<file path="src/rtl/gerador_modo.sv">
// Time-of-day and day/night mode source: 1 Hz prescaler, 24 h clock settable by two
// debounced push-buttons, and a registered mode output with a debounced manual override.
module gerador_modo #(
  parameter int CLK_HZ       = 50_000_000,
  parameter int DEBOUNCE_CYC = 500_000,
  parameter int NOITE_INI    = 22,
  parameter int NOITE_FIM    = 6
) (
  input  logic       clk,
  input  logic       rst,
  input  logic       btn_hora,
  input  logic       btn_min,
  input  logic       chave_manual,
  input  logic       modo_manual,
  output logic       modo,
  output logic [4:0] hora,
  output logic [5:0] minuto,
  output logic       seg_tick
);

  localparam int PW = (CLK_HZ > 1) ? $clog2(CLK_HZ) : 1;
  localparam int DW = $clog2(DEBOUNCE_CYC);

  localparam logic [PW-1:0] PRE_MAX = PW'(CLK_HZ - 1);
  localparam logic [DW-1:0] DB_MAX  = DW'(DEBOUNCE_CYC - 1);
  localparam logic [4:0]    H_INI   = 5'(NOITE_INI);
  localparam logic [4:0]    H_FIM   = 5'(NOITE_FIM);

  // Bit positions inside the synchronized input vector; the first three are debounced.
  localparam int CH_HORA   = 0;
  localparam int CH_MIN    = 1;
  localparam int CH_CHAVE  = 2;
  localparam int CH_MANUAL = 3;

  typedef struct packed {
    logic [4:0] h;
    logic [5:0] m;
    logic [5:0] s;
  } hms_t;

  // ---------------------------------------------------------------------------
  // Two-flop synchronizers for every raw input
  // ---------------------------------------------------------------------------
  logic [3:0] raw;
  logic [3:0] sync_a;
  logic [3:0] sync_b;

  assign raw = {modo_manual, chave_manual, btn_min, btn_hora};

  // NOTE: sequential state uses non-blocking (<=) so every flop samples pre-edge values.
  always_ff @(posedge clk or negedge rst) begin
    if (!rst) begin
      sync_a <= '0;
      sync_b <= '0;
    end else begin
      sync_a <= raw;
      sync_b <= sync_a;
    end
  end

  // ---------------------------------------------------------------------------
  // Debouncers: level follows the synchronized input after DEBOUNCE_CYC
  // consecutive differing cycles
  // ---------------------------------------------------------------------------
  logic [2:0]    db_level;
  logic [2:0]    db_done;
  logic [DW-1:0] db_cnt [3];
  logic          inc_hora;
  logic          inc_min;

  always_comb begin
    for (int i = 0; i < 3; i++) begin
      db_done[i] = (sync_b[i] != db_level[i]) && (db_cnt[i] == DB_MAX);
    end
  end

  // Increments fire on the same edge that raises the debounced level.
  assign inc_hora = db_done[CH_HORA] & sync_b[CH_HORA];
  assign inc_min  = db_done[CH_MIN]  & sync_b[CH_MIN];

  // NOTE: the counter array is tiny and must start at zero, so it is reset element by element.
  always_ff @(posedge clk or negedge rst) begin
    if (!rst) begin
      db_level <= '0;
      for (int i = 0; i < 3; i++) db_cnt[i] <= '0;
    end else begin
      for (int i = 0; i < 3; i++) begin
        if ((sync_b[i] == db_level[i]) || db_done[i]) db_cnt[i] <= '0;
        else                                          db_cnt[i] <= db_cnt[i] + 1'b1;
        if (db_done[i]) db_level[i] <= sync_b[i];
      end
    end
  end

  // ---------------------------------------------------------------------------
  // Prescaler and one-second pulse
  // ---------------------------------------------------------------------------
  logic [PW-1:0] presc;
  logic          tick_now;

  assign tick_now = (presc == PRE_MAX);

  always_ff @(posedge clk or negedge rst) begin
    if (!rst) begin
      presc    <= '0;
      seg_tick <= 1'b0;
    end else begin
      presc    <= tick_now ? '0 : presc + 1'b1;
      seg_tick <= tick_now;
    end
  end

  // ---------------------------------------------------------------------------
  // Time of day: button adjusts take priority and swallow a coincident tick
  // ---------------------------------------------------------------------------
  hms_t t_q;
  hms_t t_d;

  // NOTE: t_d gets a full default first so no path through this block can infer a latch.
  always_comb begin
    t_d = t_q;
    if (inc_hora || inc_min) begin
      if (inc_hora) t_d.h = (t_q.h == 5'd23) ? 5'd0 : t_q.h + 5'd1;
      if (inc_min) begin
        t_d.m = (t_q.m == 6'd59) ? 6'd0 : t_q.m + 6'd1;
        t_d.s = 6'd0;
      end
    end else if (tick_now) begin
      if (t_q.s == 6'd59) begin
        t_d.s = 6'd0;
        if (t_q.m == 6'd59) begin
          t_d.m = 6'd0;
          t_d.h = (t_q.h == 5'd23) ? 5'd0 : t_q.h + 5'd1;
        end else begin
          t_d.m = t_q.m + 6'd1;
        end
      end else begin
        t_d.s = t_q.s + 6'd1;
      end
    end
  end

  always_ff @(posedge clk or negedge rst) begin
    if (!rst) t_q <= '0;
    else      t_q <= t_d;
  end

  assign hora   = t_q.h;
  assign minuto = t_q.m;

  // ---------------------------------------------------------------------------
  // Mode register: override forces the synchronized manual level, otherwise
  // night is derived from the registered hour
  // ---------------------------------------------------------------------------
  logic noite;

  assign noite = (t_q.h >= H_INI) || (t_q.h < H_FIM);

  always_ff @(posedge clk or negedge rst) begin
    if (!rst)                    modo <= 1'b1;
    else if (db_level[CH_CHAVE]) modo <= sync_b[CH_MANUAL];
    else                         modo <= noite;
  end

endmodule

</file>
<file path="config.mk">
export PLATFORM = sky130hd
export DESIGN_NAME = gerador_modo
export DESIGN_NICKNAME = d
export VERILOG_FILES = /design/src/rtl/gerador_modo.sv
export SDC_FILE = /design/constraint.sdc
export NUM_CORES = 1
export LEC_CHECK = 0
export ABC_AREA = 1
export BUFFER_PORTS_ARGS = -buffer_cell sky130_fd_sc_hd__buf_2
export CORE_MARGIN = 3
export CORE_UTILIZATION = 40
export CTS_CLUSTER_SIZE = 25
export DETAILED_ROUTE_END_ITERATION = 8
export MAX_ROUTING_LAYER = met4
export SLEW_MARGIN = 0
export SYNTH_ARGS = -nofsm -noshare
export SYNTH_HDL_FRONTEND = slang
export SYNTH_SLANG_ARGS = --single-unit
</file>
<file path="constraint.sdc">
create_clock -name clk -period 1.95 [get_ports clk]
set_input_delay 0.2925 -clock clk [delete_from_list [all_inputs] [get_ports clk]]
set_output_delay 0.2925 -clock clk [all_outputs]
set_load 0.05 [all_outputs]
</file>
==> results.py <==
metrics = {
    "timing": {
        "slew_viol_final": 0,
        "rsz0062_at_grt": "true",
        "finalHoldViolations": 0,
        "worstMarginPinSlew_ns": 0.503,
        "setup_violations": 0,
        "slew_headroom": 0.663,
        "clock-skew-final_ns": 0.00682,
        "fmax_ghz": 0.556,
        "timing.final.crit_share": 0.922,
        "finalSetupTns_ns": 0,
        "period_minus_slack_ns": 1.80,
    },
    "status": {
        "outcome": "finished clean",
    },
    "cells_and_area": {
        "antenna_cells": 0,
        "area_growth_pct": 18.4,
        "drive_gt1_frac": 0.119,
        "stdcell_count": 1066,
        "nNetsFinal": 883,
        "final_core_util": 0.496,
    },
    "setup_path": {
        "reg2reg_slack_ns": 0.15,
        "crit_fanout": 5,
        "r2r-start": "db_cnt[38]",
        "crit_end": "minuto[5]",
        "end_kind": "flip-flop",
        "worstSetupPathType": "flip-flop to flip-flop",
        "startpoint_type": "flip-flop",
        "cp.required_ns": 2.30,
        "critPathLaunch": "db_cnt[38]",
        "r2r-end": "minuto[5]",
        "rr_worst_depth": 9,
        "crit_arrival_ns": 2.15,
    },
    "clock_network": {
        "clkLatencyLatePin_ns": 0.42,
        "numCtsBuffers": 17,
        "clkTransAtPathRegs_ns": 0.05,
        "cts_tree": "done",
        "cts_sinks": 113,
        "clock_path_buffers": 2,
        "cts_root_buf": "clkbuf_16",
        "cts_max_level": 4,
    },
    "detailed_routing": {
        "dr.pass1.iters": 5,
        "vias": 5216,
        "vias_per_cell": 4.89,
        "wl_per_cell_um": 12.7,
        "drt_wl_total_mm": 13.5,
        "drc": 0,
        "ant_nets": 0,
        "drtIter0Drc": 321,
    },
    "power_and_ir_drop": {
        "power.switching_mw": 1.18,
        "internal_power_mw": 4.47,
        "peakVddDrop_uv": 614,
        "p_seq_frac": 0.422,
        "switching_share": 0.210,
        "clkPwrFrac": 0.555,
        "pwr-share-comb": 0.023,
        "cellLeakagePower_nw": 3.37,
        "power_density_nw_per_um2": 767,
    },
    "job": {
        "max_cap_violations": 0,
    },
    "floorplan": {
        "core_um2": 14900,
        "fp-row-count": 44,
        "dieArea_um2": 17100,
        "die_y_um": 131,
        "initial_core_util": 0.419,
        "dieWidth_um": 131,
        "pin_count": 19,
    },
    "global_routing": {
        "grt_antenna_before_repair": 0,
        "overflow": 0,
        "grt_start_max_net_pins": 45,
        "grt_use_total": 0.176,
        "grt_pass1_vias": 4926,
        "grt_pass1_wl_mm": 23.1,
    },
    "logic_synthesis": {
        "synth_nets": 834,
        "synth.avg_cell_area_um2": 7.60,
        "yosys_warnings": 0,
        "syn_area_um2": 6230,
        "synth_seq_cells": 113,
        "netlist-cell-type-count": 38,
        "syn_inst": 820,
        "yosysSeqAreaShare": 0.454,
    },
    "placed_design": {
        "placedCellCount": 1028,
        "dp_hpwl_mm": 9.82,
        "finalWeightedCongestion": 0.881,
        "port_buffers": 18,
    },
    "min_path": {
        "hold_class": "flip-flop to flip-flop",
    },
}
[cell usage in the layout, fill, tap and decap left out, types with 3 or more instances in the layout]
cell type      count
a21oi_1           19
buf_2             17
buf_4             25
bufinv_16          3
clkbuf_16         17
clkinv_2           5
clkinvlp_4         3
dfrtp_1          112
dlygate4sd3_1      5
ha_1               6
inv_1            108
nand2_1          161
nand3_1           53
nand4_1           34
nor2_1           152
nor2_2             5
nor2_4             5
nor3_1            40
nor3b_1            6
nor4_1             5
o21a_1             6
o21ai_0           19
or2_2              3
xnor2_1            9
xor2_1            31
[metrics by stage]
stage          power [mW]  worst slack, ns  area, µm²  hold slack [ns]
2_1_floorplan        2.47            0.275       6230         -0.00309
3_3_place_gp         2.55            0.104       6640            0.274
3_5_place_dp         2.55           0.0721       6640            0.278
4_1_cts              5.73           0.0554       7290            0.349
5_1_grt              5.88          -0.0219       7380            0.358
6_report             5.66            0.152       7380            0.347
[synthesized netlist by cell type, drive strengths merged]
library cell,n,share of area
a211oi,1,0.0012
a31o,1,0.0014
clkinv,1,0.00060
clkbuf,4,0.0024
a21oi,19,0.015
nand3,57,0.049
nor2,162,0.10
nor3,43,0.036
o21ai,22,0.018
dfrtp,112,0.45
nand3b,1,0.0012
a31oi,3,0.0030
nand2,163,0.099
or2,3,0.0030
inv,110,0.066
xor2,31,0.044
dfstp,1,0.0042
nor4,6,0.0070
nand4,34,0.034
nor3b,6,0.0072
and2,1,0.0010
o211ai,1,0.0012
o21a,6,0.0072
buf,15,0.017
ha,8,0.016
xnor2,9,0.013
[critical path, cell delays in order (launching register included)]
cell and delay (ns):
dfrtp_1 0.37, ha_2 0.23, nand2_1 0.10, nor2_4 0.12, nand3_1 0.10, nor2_1 0.12, nand4_1 0.21, a31oi_4 0.30
nand2_1 0.09, nand2_1 0.08
[power groups by stage]
stage	registers, mW	logic (mW)	clock network, mW
after floorplan	2.43	0.0451	0
after global placement	2.43	0.124	0
after detailed placement	2.43	0.124	0
after CTS	2.39	0.132	3.21
after global routing	2.39	0.149	3.34
final	2.39	0.128	3.14
[layout make-up]
cell class,count,area (µm²)
fill,1445,7490
multi-input combinational,577,2940
inverter,111,417
sequential,113,2830
clock buffer,21,460
clock inverter,11,138
tap,184,230
timing repair buffer,49,363
[registers in the layout, summed over array words and instances, names as in the netlist, 3 cells and up]
register	count
minuto	6
db_level	3
sync_a	4
db_cnt	57
hora	5
t_q	6
sync_b	4
presc	26
[layer usage]
metal	GRT usage	vias to the layer above	share of wire
met3	0.0545	20	0.039
met5	-	-	0
li1	-	2719	-
met1	0.233	2389	0.48
met2	0.261	88	0.47
met4	0.0532	0	0.014
[how the worst min path moves through the flow]
stage | startpoint | to | cells past startpoint
finish | sync_a[0] | sync_b[0] | 0
global route | sync_a[1] | sync_b[1] | 0
CTS | sync_a[0] | sync_b[0] | 0
detailed placement | rst | presc[18] | 1
global placement | rst | presc[22] | 1
floorplan | rst | db_cnt[0] | 0
[cells by family after synthesis]
| group | Yosys count | synth area share |
|---|---|---|
| fa+ha+maj | 8 | 0.0161 |
| flops | 113 | 0.454 |
| simple gates | 476 | 0.339 |
| buf+inv | 130 | 0.0868 |
| xor+xnor | 40 | 0.0562 |
| compound gates | 53 | 0.0476 |
[timing repair]
| action | 4_1_cts | 5_1_grt |
|---|---|---|
| hold buffers | 5 | 0 |
| resized for setup | 0 | 18 |
| hold endpoints to repair | 34 | 0 |
| setup buffers | 0 | 1 |
| endpoints found under the setup margin | 0 | 21 |
(Power assumes the default switching activity.)
